$ cat src/rtl/uart_pwm_pkg.sv
// uart_pwm_pkg: shared state encoding and ASCII constants for the duty status reporter
package uart_pwm_pkg;
  typedef enum logic [1:0] {IDLE, CONVERT, SEND} state_t;
  localparam logic [7:0] ASCII_ZERO = 8'h30;
  localparam logic [7:0] ASCII_EQ = 8'h3D;
  localparam logic [7:0] ASCII_CR = 8'h0D;
  localparam logic [7:0] ASCII_LF = 8'h0A;
  localparam int FRAME_LEN = 7;
endpackage

$ cat src/rtl/dec3_converter.sv
// dec3_converter: binary to three ASCII decimal digits by repeated subtraction, one step per cycle
import uart_pwm_pkg::*;
module dec3_converter #(
  parameter int W = 7
) (
  input  logic         clk,
  input  logic         rst_n,
  input  logic         start,
  input  logic [W-1:0] value,
  output logic         done,
  output logic [7:0]   hund,
  output logic [7:0]   tens,
  output logic [7:0]   ones
);
  localparam logic [W-1:0] C100 = W'(100);
  localparam logic [W-1:0] C10 = W'(10);
  logic [W-1:0] rem;
  logic [3:0] h, t;
  logic active;
  // load on start, then peel off hundreds before tens until only the ones digit is left
  always_ff @(posedge clk or negedge rst_n)
    if (!rst_n) begin
      rem <= '0;
      h <= '0;
      t <= '0;
      active <= 1'b0;
    end else if (start) begin
      rem <= value;
      h <= '0;
      t <= '0;
      active <= 1'b1;
    end else if (active) begin
      if (rem >= C100) begin
        rem <= rem - C100;
        h <= h + 4'd1;
      end else if (rem >= C10) begin
        rem <= rem - C10;
        t <= t + 4'd1;
      end else active <= 1'b0;
    end
  assign done = active && rem < C10;
  assign hund = ASCII_ZERO + {4'b0, h};
  assign tens = ASCII_ZERO + {4'b0, t};
  assign ones = ASCII_ZERO + 8'(rem);
endmodule

$ cat src/rtl/duty_status_reporter.sv
// duty_status_reporter: sends "D=nnn\r\n" over valid/ready on request; AUTO_REPORT_EN adds change-triggered frames
import uart_pwm_pkg::*;
module duty_status_reporter #(
  parameter int          DUTY_W = 7,
  parameter int          MAX_DUTY = 100,
  parameter logic [7:0]  TAG_CHAR = 8'h44
) (
  input  logic              clk,
  input  logic              rst_n,
  input  logic [DUTY_W-1:0] duty_cycle,
  input  logic              report_req,
  output logic [7:0]        tx_data,
  output logic              tx_valid,
  input  logic              tx_ready,
  output logic              busy
);
  localparam logic [DUTY_W-1:0] MAX_V = DUTY_W'(MAX_DUTY);
  state_t state, state_n;
  logic [2:0] idx;
  logic pending, req_any, start, last, done;
  logic [DUTY_W-1:0] sat;
  logic [7:0] hund, tens, ones;
  assign sat = duty_cycle > MAX_V ? MAX_V : duty_cycle;
`ifdef AUTO_REPORT_EN
  logic [DUTY_W-1:0] last_sent;
  // remember the value of the most recently started frame so a settled change retriggers once
  always_ff @(posedge clk or negedge rst_n)
    if (!rst_n) last_sent <= '0;
    else if (start) last_sent <= sat;
  assign req_any = report_req || sat != last_sent;
`else
  assign req_any = report_req;
`endif
  assign last = state == SEND && tx_ready && idx == 3'(FRAME_LEN - 1);
  assign start = state_n == CONVERT && state != CONVERT;
  dec3_converter #(.W(DUTY_W)) u_conv (
    .clk(clk), .rst_n(rst_n), .start(start), .value(sat),
    .done(done), .hund(hund), .tens(tens), .ones(ones)
  );
  // state, byte index and the single coalescing pending slot
  always_ff @(posedge clk or negedge rst_n)
    if (!rst_n) begin
      state <= IDLE;
      idx <= '0;
      pending <= 1'b0;
    end else begin
      state <= state_n;
      idx <= state != SEND ? 3'd0 : idx + 3'(tx_ready);
      pending <= start ? 1'b0 : pending || (state != IDLE && req_any);
    end
  // a request arriving with the last byte chains straight into the next conversion
  always_comb
    state_n = state == IDLE ? (req_any ? CONVERT : IDLE) :
              state == CONVERT ? (done ? SEND : CONVERT) :
              last ? (pending || req_any ? CONVERT : IDLE) : SEND;
  // frame byte mux; idle output is zero
  always_comb begin
    tx_valid = state == SEND;
    busy = state != IDLE;
    tx_data = !tx_valid ? 8'h00 :
              idx == 3'd0 ? TAG_CHAR :
              idx == 3'd1 ? ASCII_EQ :
              idx == 3'd2 ? hund :
              idx == 3'd3 ? tens :
              idx == 3'd4 ? ones :
              idx == 3'd5 ? ASCII_CR : ASCII_LF;
  end
endmodule
$ cat config.mk
export PLATFORM = sky130hd
export DESIGN_NAME = duty_status_reporter
export DESIGN_NICKNAME = d
export VERILOG_FILES = /design/src/rtl/uart_pwm_pkg.sv /design/src/rtl/dec3_converter.sv /design/src/rtl/duty_status_reporter.sv
export SDC_FILE = /design/constraint.sdc
export NUM_CORES = 1
export LEC_CHECK = 0
export CAP_MARGIN = 20
export CORE_ASPECT_RATIO = 0.75
export CORE_MARGIN = 1.5
export CORE_UTILIZATION = 51
export DETAILED_ROUTE_END_ITERATION = 6
export GPL_TIMING_DRIVEN = 0
export PLACE_DENSITY_LB_ADDON = 0.3
export REMOVE_ABC_BUFFERS = 1
export SLEW_MARGIN = 20
export SYNTH_ARGS = -nofsm -noshare
export SYNTH_HDL_FRONTEND = slang
export SYNTH_HIERARCHICAL = 1
export SYNTH_SLANG_ARGS = --single-unit
$ cat constraint.sdc
create_clock -name clk -period 2.13 [get_ports clk]
set_input_delay 0.3195 -clock clk [delete_from_list [all_inputs] [get_ports clk]]
set_output_delay 0.3195 -clock clk [all_outputs]
set_load 0.05 [all_outputs]
; ---- Word-level counts from Yosys, hierarchy flattened
; Index checks and enable logic that the tools add are counted.
; Widths: inputs -> output; s select.
[totals]
ff_bits = 22
inputBits = 11
elab_cells = 79
[classes]
add_sub_neg = 8
n_lt_le_gt_ge = 4
n_eq_ne = 12
mux = 31
reduce_logical = 17
[op_table]
columns = operator, count
row1 = $mux 8, 6
row2 = $mux 7, 5
row3 = $mux 4, 7
row4 = $add 6x4->7 const A, 2
row5 = $eq 3x3->1 const B, 3
row6 = $add 4x1->4 const B, 2
row7 = $add 6x7->8 const A, 1
row8 = $mux 2, 4
row9 = $reduce_bool 2->1, 4
row10 = $ge 7x4->1 const B, 1
row11 = $ge 7x7->1 const B, 1
row12 = $gt 7x7->1 const B, 1
row13 = $lt 7x4->1 const B, 1
row14 = $mux 1, 7
row15 = $sub 7x4->7 const B, 1
row16 = $sub 7x7->7 const B, 1
row17 = $eq 3x2->1 const B, 2
row18 = $mux 3, 2
row19 = $logic_and 1x1->1, 5
row20 = $eq 2x1->1 const B, 2
row21 = $ne 2x2->1 const B, 2
row22 = $reduce_and 2->1, 2
row23 = $add 3x1->3, 1
row24 = $eq 3x1->1 const B, 1
row25 = other kinds (7), 8

; ---- Longest topological paths before layout
[depth]
depth_word = 10
mapped_depth = 9
mapped_depth_nobuf = 7

; ---- Cells and area by module
; Netlist, hierarchy kept.
[modules_own_cells]
columns = module, instances, cells_each, area_each_um2
row1 = dec3_converter, 1, 131, 1244.9
row2 = duty_status_reporter, 1, 78, 628.1

; ---- Worst setup path after synthesis
; No wires, ideal clock.
[synth_path]
kind = flip-flop to output port
from = register u_conv.rem[4]
to = output port tx_data[7]
t_arrival_ns = 2.210
required_ns = 1.811
path_slack_ns = -0.400
stages_incl_launch_ff = 6
n_path_buf = 1
cell_sequence = dfrtp_1 clkbuf_1 o21a_1 and4bb_1 a31oi_1 a211oi_1
[synth_via]
elab_chain_len = 7
[synth_lines]
columns = element, line
row1 = start: declaration, dec3_converter.sv:17  ; logic [W-1:0] rem;
row2 = start signal: assignment, dec3_converter.sv:28  ; rem <= value;
row3 = start signal: assignment, dec3_converter.sv:34  ; rem <= rem - C100;
row4 = start signal: assignment, dec3_converter.sv:37  ; rem <= rem - C10;
row5 = $add 6x7->8, dec3_converter.sv:44  ; assign ones = ASCII_ZERO + 8'(rem);
row6 = named net ones[7], duty_status_reporter.sv:22  ; logic [7:0] hund, tens, ones;
row7 = $mux 8, duty_status_reporter.sv:65  ; idx == 3'd4 ? ones :
row8 = $mux 8, duty_status_reporter.sv:64  ; idx == 3'd3 ? tens :
row9 = $mux 8, duty_status_reporter.sv:63  ; idx == 3'd2 ? hund :
row10 = $mux 8, duty_status_reporter.sv:62  ; idx == 3'd1 ? ASCII_EQ :
row11 = $mux 8, duty_status_reporter.sv:61  ; idx == 3'd0 ? TAG_CHAR :
row12 = $mux 8, duty_status_reporter.sv:60  ; tx_data = !tx_valid ? 8'h00 :
row13 = end: declaration, duty_status_reporter.sv:12  ; output logic [7:0] tx_data,
; The timed path passes the listed nets, and every way through them passes these cells.

; ---- Worst setup path after layout
[layout_path]
from = input port tx_ready
to = register u_conv.rem[6]
[layout_via]
elab_chain_len = 9
elab_cells_between_ends = 11
classes_between = 1 x eq/ne / 4 x mux / 6 x reduce/logical
[layout_lines]
columns = element, line
row1 = start: declaration, duty_status_reporter.sv:14  ; input logic tx_ready,
row2 = $logic_and 1x1->1 * (2 in a row), duty_status_reporter.sv:34  ; assign last = state == SEND && tx_ready && idx == 3'(FRAME_LEN - 1);
row3 = $mux 2 *, duty_status_reporter.sv:55  ; last ? (pending || req_any ? CONVERT : IDLE) : SEND;
row4 = $mux 2 *, duty_status_reporter.sv:54  ; state == CONVERT ? (done ? SEND : CONVERT) :
row5 = $mux 2 *, duty_status_reporter.sv:53  ; state_n = state == IDLE ? (req_any ? CONVERT : IDLE) :
row6 = $eq 2x1->1 *, duty_status_reporter.sv:35  ; assign start = state_n == CONVERT && state != CONVERT;
row7 = $logic_and 1x1->1 *, duty_status_reporter.sv:35
row8 = named net start, duty_status_reporter.sv:20  ; logic pending, req_any, start, last, done;
row9 = $reduce_bool 3->1 (no source line) or $reduce_bool 2->1 (tied branches), --
row10 = $reduce_and 2->1 (no source line), --
; Mark *: on every way through the listed nets, which the timed path passes. The rest lies on a longest branch.
; A chain may end at the register's enable or synchronous reset.

==> impl_metrics.ini <==
[run_status]
outcome = finished clean

[run]
maxCapViolCount = 0

[route]
postRouteWirelength_um = 4240
drt_iter0_markers = 85
drtPass1Iterations = 4
wl_per_cell_um = 15.4
drc_errors = 0
vias = 1536
post_drt_via_cell_ratio = 5.57
ant_nets = 0

[critical_path]
cp.depth = 8
slowest_stage = clkdlybuf4s50_1
setup.worst_path.start_class = primary input
cp_data_arrival_time_ps = 2280
cp_cell_sequence = clkdlybuf4s50_1 > nand4b_4 > a211oi_4 > buf_6 > a211o_4 > o21a_4 > a21bo_4 > a22o_1
timing.rr.end = u_conv/rem[6]$_DFFE_PN0P_
cpPeakStageDelay_ps = 540
critPathKind = primary input to register
critical_path_required_ps = 2290
critical-path-top-delay-family = compound AO/OA/AOI/OAI gates
crit_fanout = 14
reg2reg_slack_ps = 50
r2r_cells = 7
crit_path_end_kind = register
r2r_start = idx[1]$_DFF_PN0_
cp.buffers_inverters = 2

[clock_network]
clock_latency_ps = 270
cts_tree = yes
htreeDepth = 1
hold_buffers = 0
cts_buffer_depth = 2
cts_buffers = 3
clock-sinks = 22
cts_root_buffer = clkbuf_8
path_clk_slew_ps = 80

[min_path]
min_path_type = primary input to asynchronous set/reset pin

[synthesis]
ys_warn_count = 6
synth_top_family_by_area = compound AO/OA/AOI/OAI gates
synthAdderAreaFrac_pct = 8.68
synthesis.area_um2 = 1870
synth-seq-cells = 22
synthXorXnorAreaFrac_pct = 2.81
synth_top_area_share_pct = 29.4
synth_edf_count = 0
async_flop_share_pct = 100
synth.mux.area_fraction_pct = 3.47
avgSynthCellArea_um2 = 8.96
ys_top_cells_by_area = dfrtp_1 29%, ha_1 8.7%, buf_4 6.0%, nor2_1 3.2%, o21ai_0 2.9%
synth-simple-area-share_pct = 20.5
synth_compound_area_share_pct = 23.6
syn_inst = 209
synth_top_cell_by_area = dfrtp_1
synth_seq_area_share_pct = 29.4
synth_cell_type_count = 61
ys.flop_type = dfrtp_1

[floorplan]
fp.dieH_um = 55.5
die_x_um = 73.0
start_util_pct = 55.1
design.die.area_um2 = 4050
io_pins = 21
core.rowCount = 18
core-area_um2 = 3400

[global_routing]
antenna_found_initial = 0
grt_use_total_pct = 22.1
grt_pass1_wl_um = 7050
grt-ovfl-total = 0
grt_pass1_vias = 1408
grt_max_degree = 23

[timing]
setup_viol = 0
finalHoldViolations = 0
rsz0062_at_grt = true
slew_viol_final = 0
period_needed_ps = 2120
finClkSkew_ps = 2.03
fmax_mhz = 472
worstMarginPinSlew_ps = 712
fin_crit_sh_pct = 99.4
max-slew-margin-rel_pct = 52.0
fin_tns_setup_ps = 0

[pwr]
power.total_uw = 3140
p_leak_uw = 0.000979
peakVddDrop_mv = 0.683
p_per_area_nw_per_um2 = 1430

[placement]
dpl.hpwl_um = 2910
gp_congestion = 0.847
numPortBuffers = 20
dpl_cell_area_um2 = 2010

[layout]
fin_area_um2 = 2200
layout-drive-gt1-share_pct = 24.8
fin_util_pct = 64.6
nets = 251
syn_to_final_growth_pct = 17.3
diodes = 0
-- how the worst max path moves through the flow --
stage,end,slack (ps),startpoint
finish,u_conv/rem[6]$_DFFE_PN0P_,10,tx_ready
global route,u_conv/rem[6]$_DFFE_PN0P_,-50,tx_ready
CTS,u_conv/rem[6]$_DFFE_PN0P_,-40,idx[0]$_DFF_PN0_
detailed placement,u_conv/rem[6]$_DFFE_PN0P_,-970,tx_ready
global placement,u_conv/rem[4]$_DFFE_PN0P_,-1520,tx_ready
floorplan,u_conv/rem[6]$_DFFE_PN0P_,-610,idx[1]$_DFF_PN0_
-- layout make-up --
| type | count | area [um2] |
|---|---|---|
| clock inverter | 1 | 30.0 |
| tap | 50 | 62.6 |
| fill | 285 | 1200 |
| timing repair buffer | 31 | 250 |
| clock buffer | 3 | 41.3 |
| sequential | 22 | 563 |
| multi-input combinational | 159 | 1210 |
| inverter | 10 | 37.5 |
-- timing repair --
item / in CTS / in global routing
pin swaps: 1 / 0
resized for setup: 46 / 19
buffers inserted: 2 / 8
endpoints found under the setup margin: 24 / 18
-- metrics by stage --
stage                     setup slack (ps)  std cells  hold slack, ps
after floorplan                       -610        191            23.9
after global placement               -1520        261             525
after detailed placement              -974        262             534
after CTS                            -42.4        268             552
after global routing                 -54.6        276            54.7
final                                 13.5        276            19.3
-- sequential cells by signal (all words and copies together) (netlist names) --
signal	cells
u_conv/t	4
idx	3
state	2
pending	1
u_conv/rem	7
u_conv/h	4
u_conv/active	1
-- cell usage after synthesis (3+ instances only) --
master and count:
and2_1 6, buf_4 15, nor3_1 6, inv_1 10, buf_6 3, a31oi_1 4, xnor2_1 4, mux2_2 4
clkbuf_1 5, a21oi_1 7, a211oi_1 3, a21o_1 4, nand3_1 7, o21ai_0 11, nor2_1 16, o21a_1 3
a22o_1 3, nand2_1 11, dfrtp_1 22, ha_1 13
-- report_power, final --
part           leakage, uW  total (uW)  internal, uW  switching (uW)
Combinational     0.000677        1900           881            1020
Clock            0.0000357         396           251             145
Sequential        0.000266         842           601             241
-- cell usage in the layout (no fill, tap or decap), types with 4 or more instances in the layout --
cell type and instances:
dfrtp_2 7, a31oi_1 4, a21oi_1 7, dfrtp_1 14, and2_1 6, clkdlybuf4s50_1 9
mux2_2 4, xnor2_1 4, inv_1 10, nand3_1 7, nor2_1 15, buf_2 8
nor3_1 5, conb_1 8, o21ai_0 11, buf_4 8, nand2_1 11, ha_1 12
a21o_1 4
-- kinds of logic after synthesis --
group           after synthesis
flops                        22
other cells                   2
fa+ha+maj                    13
compound gates               59
mux                           6
xor+xnor                      6
buf+inv                      34
simple gates                 67
-- metal layers --
metal  global-route usage, %  up-vias  wire length, um
met3                    4.38        2              223
met1                    36.0      733             2140
met2                    30.5       37             1870
met5                       0        -                0
met4                    2.43        0               10
li1                        -      764                -
(Power assumes the default switching activity.)
